## config.mk

```make
export PLATFORM = sky130hd
export DESIGN_NAME = onecold_enc_sync_flat
export DESIGN_NICKNAME = d
export VERILOG_FILES = /design/src/rtl/onecold_enc_sync_if.sv /design/src/rtl/onecold_enc_sync.sv /design/src/flat_wrapper.sv
export SDC_FILE = /design/constraint.sdc
export NUM_CORES = 1
export LEC_CHECK = 0
export CAP_MARGIN = 20
export CORE_MARGIN = 3
export CORE_UTILIZATION = 48
export CTS_CLUSTER_DIAMETER = 40
export DETAILED_ROUTE_END_ITERATION = 8
export PLACE_DENSITY = 0.8
export REMOVE_ABC_BUFFERS = 1
export SETUP_SLACK_MARGIN = 0.4
export SYNTH_ARGS = -nofsm -noshare
export SYNTH_HDL_FRONTEND = slang
export SYNTH_SLANG_ARGS = --single-unit
```

## constraint.sdc

```tcl
create_clock -name clk -period 2.7 [get_ports clk]
set_clock_uncertainty 0.1 [all_clocks]
set_input_delay 0.54 -clock clk [delete_from_list [all_inputs] [get_ports clk]]
set_output_delay 0.54 -clock clk [all_outputs]
set_load 0.01 [all_outputs]
```

## src/rtl/onecold_enc_sync_if.sv

```systemverilog
// Event channel from the one-cold encoder to downstream control logic.
interface onecold_enc_sync_if;
   logic [2:0] code;
   logic       multi;
   logic       valid;
   logic       ready;

   modport master (output code, output multi, output valid, input ready);
   modport slave  (input code, input multi, input valid, output ready);
endinterface

```

## src/rtl/onecold_enc_sync.sv

```systemverilog
// Synchronises, debounces and encodes eight async one-cold select lines
// into single-shot index events on a valid/ready channel.
//
//  state  | meaning
//  TRACK  | candidate pattern seen, counting equal synchronised samples
//  STABLE | candidate committed, waiting for the pattern to change
//  EMPTY  | no event pending on the output channel
//  HOLD   | event presented, waiting for ready
module onecold_enc_sync #(
   parameter int    SYNC_STAGES     = 2,
   parameter int    DEBOUNCE_CYCLES = 4,
   parameter string MULTI_MODE      = "Priority"
) (
   input  logic                      clk,
   input  logic                      rst_n,
   input  logic [7:0]                x_n_i,
   input  logic                      clr_ovr_i,
   output logic                      err_o,
   output logic                      overrun_o,
   onecold_enc_sync_if.master        evt
);

   localparam bit DROP   = (MULTI_MODE == "Drop");
   localparam bit DC_ONE = (DEBOUNCE_CYCLES <= 1);
   localparam int CNT_W  = (DEBOUNCE_CYCLES > 1) ? $clog2(DEBOUNCE_CYCLES) : 1;
   localparam logic [CNT_W-1:0] CNT_LAST = CNT_W'((DEBOUNCE_CYCLES > 1) ? DEBOUNCE_CYCLES - 2 : 0);

   typedef enum logic {TRACK, STABLE} deb_state_t;
   typedef enum logic {EMPTY, HOLD}   out_state_t;

   logic [7:0]       sync_q [SYNC_STAGES];
   logic [7:0]       s;
   logic [7:0]       cand_q, cand_d;
   logic [7:0]       committed_q, committed_d;
   logic [CNT_W-1:0] cnt_q, cnt_d;
   deb_state_t       deb_q, deb_d;
   out_state_t       out_q, out_d;
   logic [2:0]       code_q, code_d;
   logic             multi_q, multi_d;
   logic             ovr_q, ovr_d;
   logic             err_q, err_d;

   logic             commit;
   logic             new_pat;
   logic [7:0]       low;
   logic             multi_w;
   logic [2:0]       code_w;
   logic             ev;

   assign s = sync_q[SYNC_STAGES-1];

   always_ff @(posedge clk or negedge rst_n) begin
      if (!rst_n) begin
         for (int i = 0; i < SYNC_STAGES; i++) sync_q[i] <= 8'hFF;
      end else begin
         sync_q[0] <= x_n_i;
         for (int i = 1; i < SYNC_STAGES; i++) sync_q[i] <= sync_q[i-1];
      end
   end

   // Debounce: the capture sample counts as the first of DEBOUNCE_CYCLES,
   // so commit happens on the edge where the last required sample arrives.
   always_comb begin
      deb_d  = deb_q;
      cand_d = cand_q;
      cnt_d  = cnt_q;
      commit = 1'b0;
      if (s != cand_q) begin
         cand_d = s;
         cnt_d  = '0;
         if (DC_ONE) begin
            deb_d  = STABLE;
            commit = 1'b1;
         end else begin
            deb_d = TRACK;
         end
      end else if (deb_q == TRACK) begin
         cnt_d = cnt_q + 1'b1;
         if (cnt_q == CNT_LAST) begin
            deb_d  = STABLE;
            commit = 1'b1;
         end
      end
   end

   always_comb begin
      committed_d = commit ? cand_d : committed_q;
      new_pat     = commit && (cand_d != committed_q) && (cand_d != 8'hFF);
      low         = ~cand_d;
      multi_w     = |(low & (low - 8'd1));
      code_w      = 3'd0;
      for (int i = 7; i >= 0; i--) begin
         if (low[i]) code_w = 3'(i);
      end
      ev    = new_pat && (!multi_w || !DROP);
      err_d = new_pat && multi_w && DROP;
   end

   always_comb begin
      out_d   = out_q;
      code_d  = code_q;
      multi_d = multi_q;
      ovr_d   = ovr_q;
      if (clr_ovr_i) ovr_d = 1'b0;
      case (out_q)
         EMPTY: begin
            if (ev) begin
               code_d  = code_w;
               multi_d = multi_w;
               out_d   = HOLD;
            end
         end
         HOLD: begin
            if (evt.ready) begin
               if (ev) begin
                  code_d  = code_w;
                  multi_d = multi_w;
               end else begin
                  out_d = EMPTY;
               end
            end else if (ev) begin
               ovr_d = 1'b1;
            end
         end
         default: out_d = EMPTY;
      endcase
   end

   always_ff @(posedge clk or negedge rst_n) begin
      if (!rst_n) begin
         cand_q      <= 8'hFF;
         committed_q <= 8'hFF;
         cnt_q       <= '0;
         deb_q       <= STABLE;
         out_q       <= EMPTY;
         code_q      <= 3'd0;
         multi_q     <= 1'b0;
         ovr_q       <= 1'b0;
         err_q       <= 1'b0;
      end else begin
         cand_q      <= cand_d;
         committed_q <= committed_d;
         cnt_q       <= cnt_d;
         deb_q       <= deb_d;
         out_q       <= out_d;
         code_q      <= code_d;
         multi_q     <= multi_d;
         ovr_q       <= ovr_d;
         err_q       <= err_d;
      end
   end

   assign evt.code  = code_q;
   assign evt.multi = multi_q;
   assign evt.valid = (out_q == HOLD);
   assign err_o     = err_q;
   assign overrun_o = ovr_q;

endmodule
```

## src/flat_wrapper.sv

```systemverilog
// flat-port wrapper written by rule: the top's interface ports become plain ports
module onecold_enc_sync_flat 
#(
   parameter int    SYNC_STAGES     = 2,
   parameter int    DEBOUNCE_CYCLES = 4,
   parameter string MULTI_MODE      = "        "
)
  (clk, rst_n, x_n_i, clr_ovr_i, err_o, overrun_o, evt_code, evt_multi, evt_valid, evt_ready);
  onecold_enc_sync_if evt_i ();
  input  logic clk;
  input  logic rst_n;
  input  logic [7:0] x_n_i;
  input  logic clr_ovr_i;
  output logic err_o;
  output logic overrun_o;
  output wire logic [$bits(evt_i.code)-1:0] evt_code;
  output wire logic [$bits(evt_i.multi)-1:0] evt_multi;
  output wire logic [$bits(evt_i.valid)-1:0] evt_valid;
  input wire logic [$bits(evt_i.ready)-1:0] evt_ready;
  assign evt_code = evt_i.code;
  assign evt_multi = evt_i.multi;
  assign evt_valid = evt_i.valid;
  assign evt_i.ready = evt_ready;
  onecold_enc_sync #(.SYNC_STAGES(SYNC_STAGES), .DEBOUNCE_CYCLES(DEBOUNCE_CYCLES), .MULTI_MODE(MULTI_MODE)) u_core (.clk(clk), .rst_n(rst_n), .x_n_i(x_n_i), .clr_ovr_i(clr_ovr_i), .err_o(err_o), .overrun_o(overrun_o), .evt(evt_i));
endmodule
```

Word level (Yosys, flattened, before mapping) --
Index checks and enable logic that the tools add are counted.
Cells by class: $add $sub $neg 2, equality and inequality tests 6, mux-type cells 29, bitwise operators 3, reduce and logical (&&, ||, !) cells 3
Operator list (number):
- 3-bit 2-to-1 mux | 10
- 8-bit inequality test | 2
- 1-bit 2-to-1 mux | 13
- 8-bit bitwise AND | 1
- 8-bit 2-to-1 mux | 1
- 8-bit inequality test (second input constant) | 1
- 8-bit inverter | 1
- 8-bit OR reduction | 1
- 8-bit by 1-bit subtractor with 8-bit output (second input constant) | 1
- 3-bit one-hot mux with 2 select lines | 1
- 2-bit 2-to-1 mux | 2
- 2-bit inequality test (second input constant) | 2
- 1-bit one-hot mux with 2 select lines | 2
- 2-bit by 1-bit adder with 2-bit output (second input constant) | 1
- 2-bit == test (second input constant) | 1
- 1-bit logical AND | 2
- 1-bit inverter | 1
Storage, ports and cells: register bits after elaboration 41, bits of input ports 12, output and inout port bits 7, logic and storage cells 53

Longest topological paths before layout --
word-level depth 14, mapped depth 7, gate-level depth less buffers 6

Worst setup path after synthesis --
OpenSTA, ideal clock, no wires.
path type register -> register, start reg u_core.sync_q (netlist bit u_core.s[3]), end reg u_core.code_q[0], in the netlist u_core.evt.code[0], library setup time 0.125 ns, arrival 1.843 ns, required time 2.475 ns, setup slack 0.632 ns, cell stages (with the launch flop) 7, path buffers 1, period minus slack after synthesis 2.068 ns, path through dfstp_2 -> buf_2 -> xnor2_1 -> nand4_1 -> or4_1 -> nand3b_4 -> mux2_4
Between the ends: word-level cells in the longest chain between the ends 14, elaborated cells on any way between the ends 19, classes of those cells eq/ne (3); mux (13); bitwise (1); reduce/logical (2)
RTL lines:
- from (decl) | RTL line onecold_enc_sync.sv:31 | logic [7:0] sync_q [SYNC_STAGES];
- 8-bit inequality test | RTL line onecold_enc_sync.sv:68 | if (s != cand_q) begin
- 8-bit 2-to-1 mux | RTL line onecold_enc_sync.sv:68
- 8-bit inverter | RTL line onecold_enc_sync.sv:89 | low = ~cand_d;
- 3-bit 2-to-1 mux (8 in series) | RTL line onecold_enc_sync.sv:93 | if (low[i]) code_w = 3'(i);
- 3-bit 2-to-1 mux * | RTL line onecold_enc_sync.sv:107, onecold_enc_sync.sv:115
- 3-bit 2-to-1 mux | RTL line onecold_enc_sync.sv:114 | if (evt.ready) begin
- 3-bit one-hot mux with 2 select lines * | RTL line onecold_enc_sync.sv:105 | case (out_q)
- to (signal assigned) | RTL line onecold_enc_sync.sv:146 | code_q <= code_d;
- to (decl) | RTL line onecold_enc_sync.sv:38 | logic [2:0] code_q, code_d;
Mark *: on every way between the ends. The rest lies on a longest branch, timed or not. The select of a mux whose other input is x is not followed. A chain may end at the register's enable or synchronous reset.

Final worst setup path --
start reg u_core.sync_q (netlist bit u_core.s[0]), end reg u_core.multi_q, in the netlist u_core.evt.multi
Between the ends: word-level cells in the longest chain between the ends 9, elaborated cells on any way between the ends 14, classes of those cells add/sub (1); eq/ne (3); mux (5); bitwise (2); reduce/logical (3)
RTL lines:
- 8-bit inequality test | RTL line onecold_enc_sync.sv:68
- 8-bit 2-to-1 mux | RTL line onecold_enc_sync.sv:68
- 8-bit inverter | RTL line onecold_enc_sync.sv:89
- 8-bit by 1-bit subtractor with 8-bit output | RTL line onecold_enc_sync.sv:90 | multi_w = |(low & (low - 8'd1));
- 8-bit bitwise AND | RTL line onecold_enc_sync.sv:90
- 8-bit OR reduction | RTL line onecold_enc_sync.sv:90
- 1-bit 2-to-1 mux * | RTL line onecold_enc_sync.sv:107, onecold_enc_sync.sv:115
- 1-bit 2-to-1 mux | RTL line onecold_enc_sync.sv:114
- 1-bit one-hot mux with 2 select lines * | RTL line onecold_enc_sync.sv:105
- to (signal assigned) | RTL line onecold_enc_sync.sv:147 | multi_q <= multi_d;
- to (decl) | RTL line onecold_enc_sync.sv:39 | logic multi_q, multi_d;
Marked as above.

==> qor.yml <==
outcome:
  status: "finished clean"
synth:
  synth_warnings: 0
  avgSynthCellArea_sq_um: 12.9
  synthXorXnorAreaFrac_pct: 9.05
  synth.yosys.seq_area_share_pct: 61.8
  synthSimpleGateAreaFrac_pct: 8.98
  syn_inst: 134
  synth_top_family_by_area: "XOR/XNOR gates"
  synth_adder_area_share_pct: 0.724
  yosysUniqueCellTypes: 30
  synth_compound_area_share_pct: 4.34
  synth_seq_cells: 41
  syn_area_sq_mm: 0.00173
  ys_top_cells_by_area: "dfstp_2 (50%), dfrtp_1 (12%), mux2_2 (4.6%)"
  post-synth-top-area-fraction_pct: 50.2
  muxShareOfSynthArea_pct: 8.04
  synth_area_leader_cell: "dfstp_2"
layout:
  layout.cells.most_common: "dfstp_2"
  ff_latch_area_sq_mm: 0.00107
  final_core_utilization_pct: 56.6
  antennaDiodeCount: 0
  final_cell_mix: "dfstp_2 (33), clkdlybuf4s50_1 (17), xor2_1 (9)"
  nets: 155
  multi_input_area_sq_um: 542
  finalInstanceArea_sq_mm: 0.00192
  area_growth_pct: 11.0
  n_fill_cell: 282
  drive_gt1_share_pct: 39.2
setup_path:
  worstPathCellList: "xnor2_2 -> nand4_1 -> or4_1 -> nand3b_4 -> mux2_4"
  critPathMaxStageDelay_ps: 660
  endpoint_kind: "flop"
  critPathLaunchType: "flop"
  arrival_ps: 2290
  path_max_fanout: 10
  worstSetupPathType: "flop to flop"
  critical_path_required_ps: 2840
  slowest_stage: "dfstp_2"
global_routing:
  grt_max_degree: 42
  antenna_found_initial: 0
  grt-ovfl-total: 0
  grt_usage_pct: 13.2
  grt_pass1_vias: 952
  grt_pass1_wl_um: 4080
timing:
  clock.fmax_mhz: 465
  fin_crit_sh_pct: 79.7
  setup_tns_ps: 0
  fin_crit_ps: 2150
  slew_viol_final: 0
  rsz0062_at_grt: "false"
  fin_ws_ps: 548
  setup_viol: 0
  finalHoldViolations: 0
placement:
  place_area_sq_mm: 0.00187
  place_ws_ps: 556
  place.gp.congestion: 0.836
  port_buffers: 17
  dp_hpwl_um: 1760
route:
  wirelength_um: 2510
  drtIter0Drc: 35
  drt_pass1_iterations: 4
  avgRoutedWirePerCell_um: 13.3
  antenna_left: 0
  drc_errors: 0
  vias_per_cell: 5.06
  vias: 956
power_and_ir_drop:
  cellPowerDensity_mw_per_mm2: 526
  ir_worst_vdd_mv: 0.333
  power.leakage_nw: 0.806
floorplan:
  ios: 19
  die_h_um: 66
  rows: 21
  start_util_pct: 51.0
  dieArea_sq_mm: 0.00436
  core_sq_mm: 0.00339
  die-width_um: 66
clock_tree:
  cts_root_buf: "clkbuf_4"
  cts_hold_buf: 0
  cts_tree: "done"
  clk_latency_ps: 350
  clkSinkCount: 41
  clockBufferDepth: 2
  cts.clk_slew.worst_paths_ps: 110
  post_cts_buffers: 0
  cts_resized: 0
  h-tree-depth: 2
  cts_buffers: 5
flow_run:
  drv_cap: 0
hold_path:
  hp-class: "flop to flop"
-- path summary, 6_finish.rpt --
path                                   start          endpoint  slack, ps  cells past startpoint
min in group asynchronous              rst_n   u_core.cnt_q[0]        510                      2
hold reg to reg            u_core.sync_q[13]       u_core.s[5]        260                      0
max in group asynchronous              rst_n  u_core.sync_q[8]       1640                      2
hold / removal             u_core.sync_q[13]       u_core.s[5]        260                      0
setup reg to reg                 u_core.s[0]  u_core.evt.multi        550                      5
setup / recovery                 u_core.s[0]  u_core.evt.multi        550                      5
-- cells in the mapped netlist --
cell type and count:
a21boi_0 2, a21oi_1 4, a31oi_1 2, buf_2 5, buf_4 2, buf_6 3, clkbuf_1 8, conb_1 1
dfrtp_1 8, dfstp_2 33, ha_1 1, inv_1 4, mux2_2 7, mux2_4 4, nand2_1 5, nand2b_1 3
nand3_1 1, nand3b_4 1, nand4_1 4, nor2_1 8, nor2b_1 1, nor3_1 1, nor4_1 2, o21ai_0 3
o22ai_1 2, or2_2 1, or4_1 1, xnor2_1 7, xnor2_2 1, xor2_1 9
-- metrics by stage --
stage	std cells	total power [mW]	hold WS, ps
after floorplan	116	0.699	144
after global placement	181	0.734	246
after detailed placement	181	0.737	247
after CTS	189	1.02	264
after global routing	189	1.06	267
final	189	1.01	262
-- critical path, delay by kind of cell, from the launching register on --
family,cells,cell delay (ps)
AND/OR/NAND/NOR,3,830
flip-flops,1,660
multiplexers,1,320
XOR/XNOR,1,130
-- final cells by class --
class	instances	area share, %
Sequential cell	41	55.6
Multi-Input combinational cell	71	28.2
Inverter	4	0.783
Tap cell	46	3.00
Timing Repair Buffer	19	9.65
Clock inverter	2	0.522
Clock buffer	6	2.15
-- cell families after synthesis --
group | count (synthesis)
other | 1
buffers and inverters | 22
adders and majority gates | 1
and+or+nand+nor | 28
DFF | 41
xor gates and xnor gates | 17
AOI/OAI and AO/OA | 13
muxes | 11
-- power breakdown --
group / internal [mW] / switching, mW / leakage (nW)
Combinational: 0.0320 / 0.0245 / 0.317
Clock: 0.0992 / 0.183 / 0.0320
Sequential: 0.648 / 0.0216 / 0.457
-- sequential cells by signal, summed over array words and instances (netlist names) --
register,flops
u_core.cand_q,8
u_core.committed_q,8
u_core.s,8
u_core.sync_q,8
u_core.evt.code,3
u_core.cnt_q,2
u_core.deb_q,1
u_core.evt.multi,1
u_core.evt.valid,1
u_core.overrun_o,1
-- metal layers --
| metal | wire (um) | GRT usage [%] |
|---|---|---|
| met1 | 1010 | 14.4 |
| met2 | 1270 | 22.0 |
| met4 | 56 | 6.09 |
| met5 | 0 | 0 |
| met3 | 175 | 5.78 |
No activity file was read; power rests on OpenSTA's default activity.
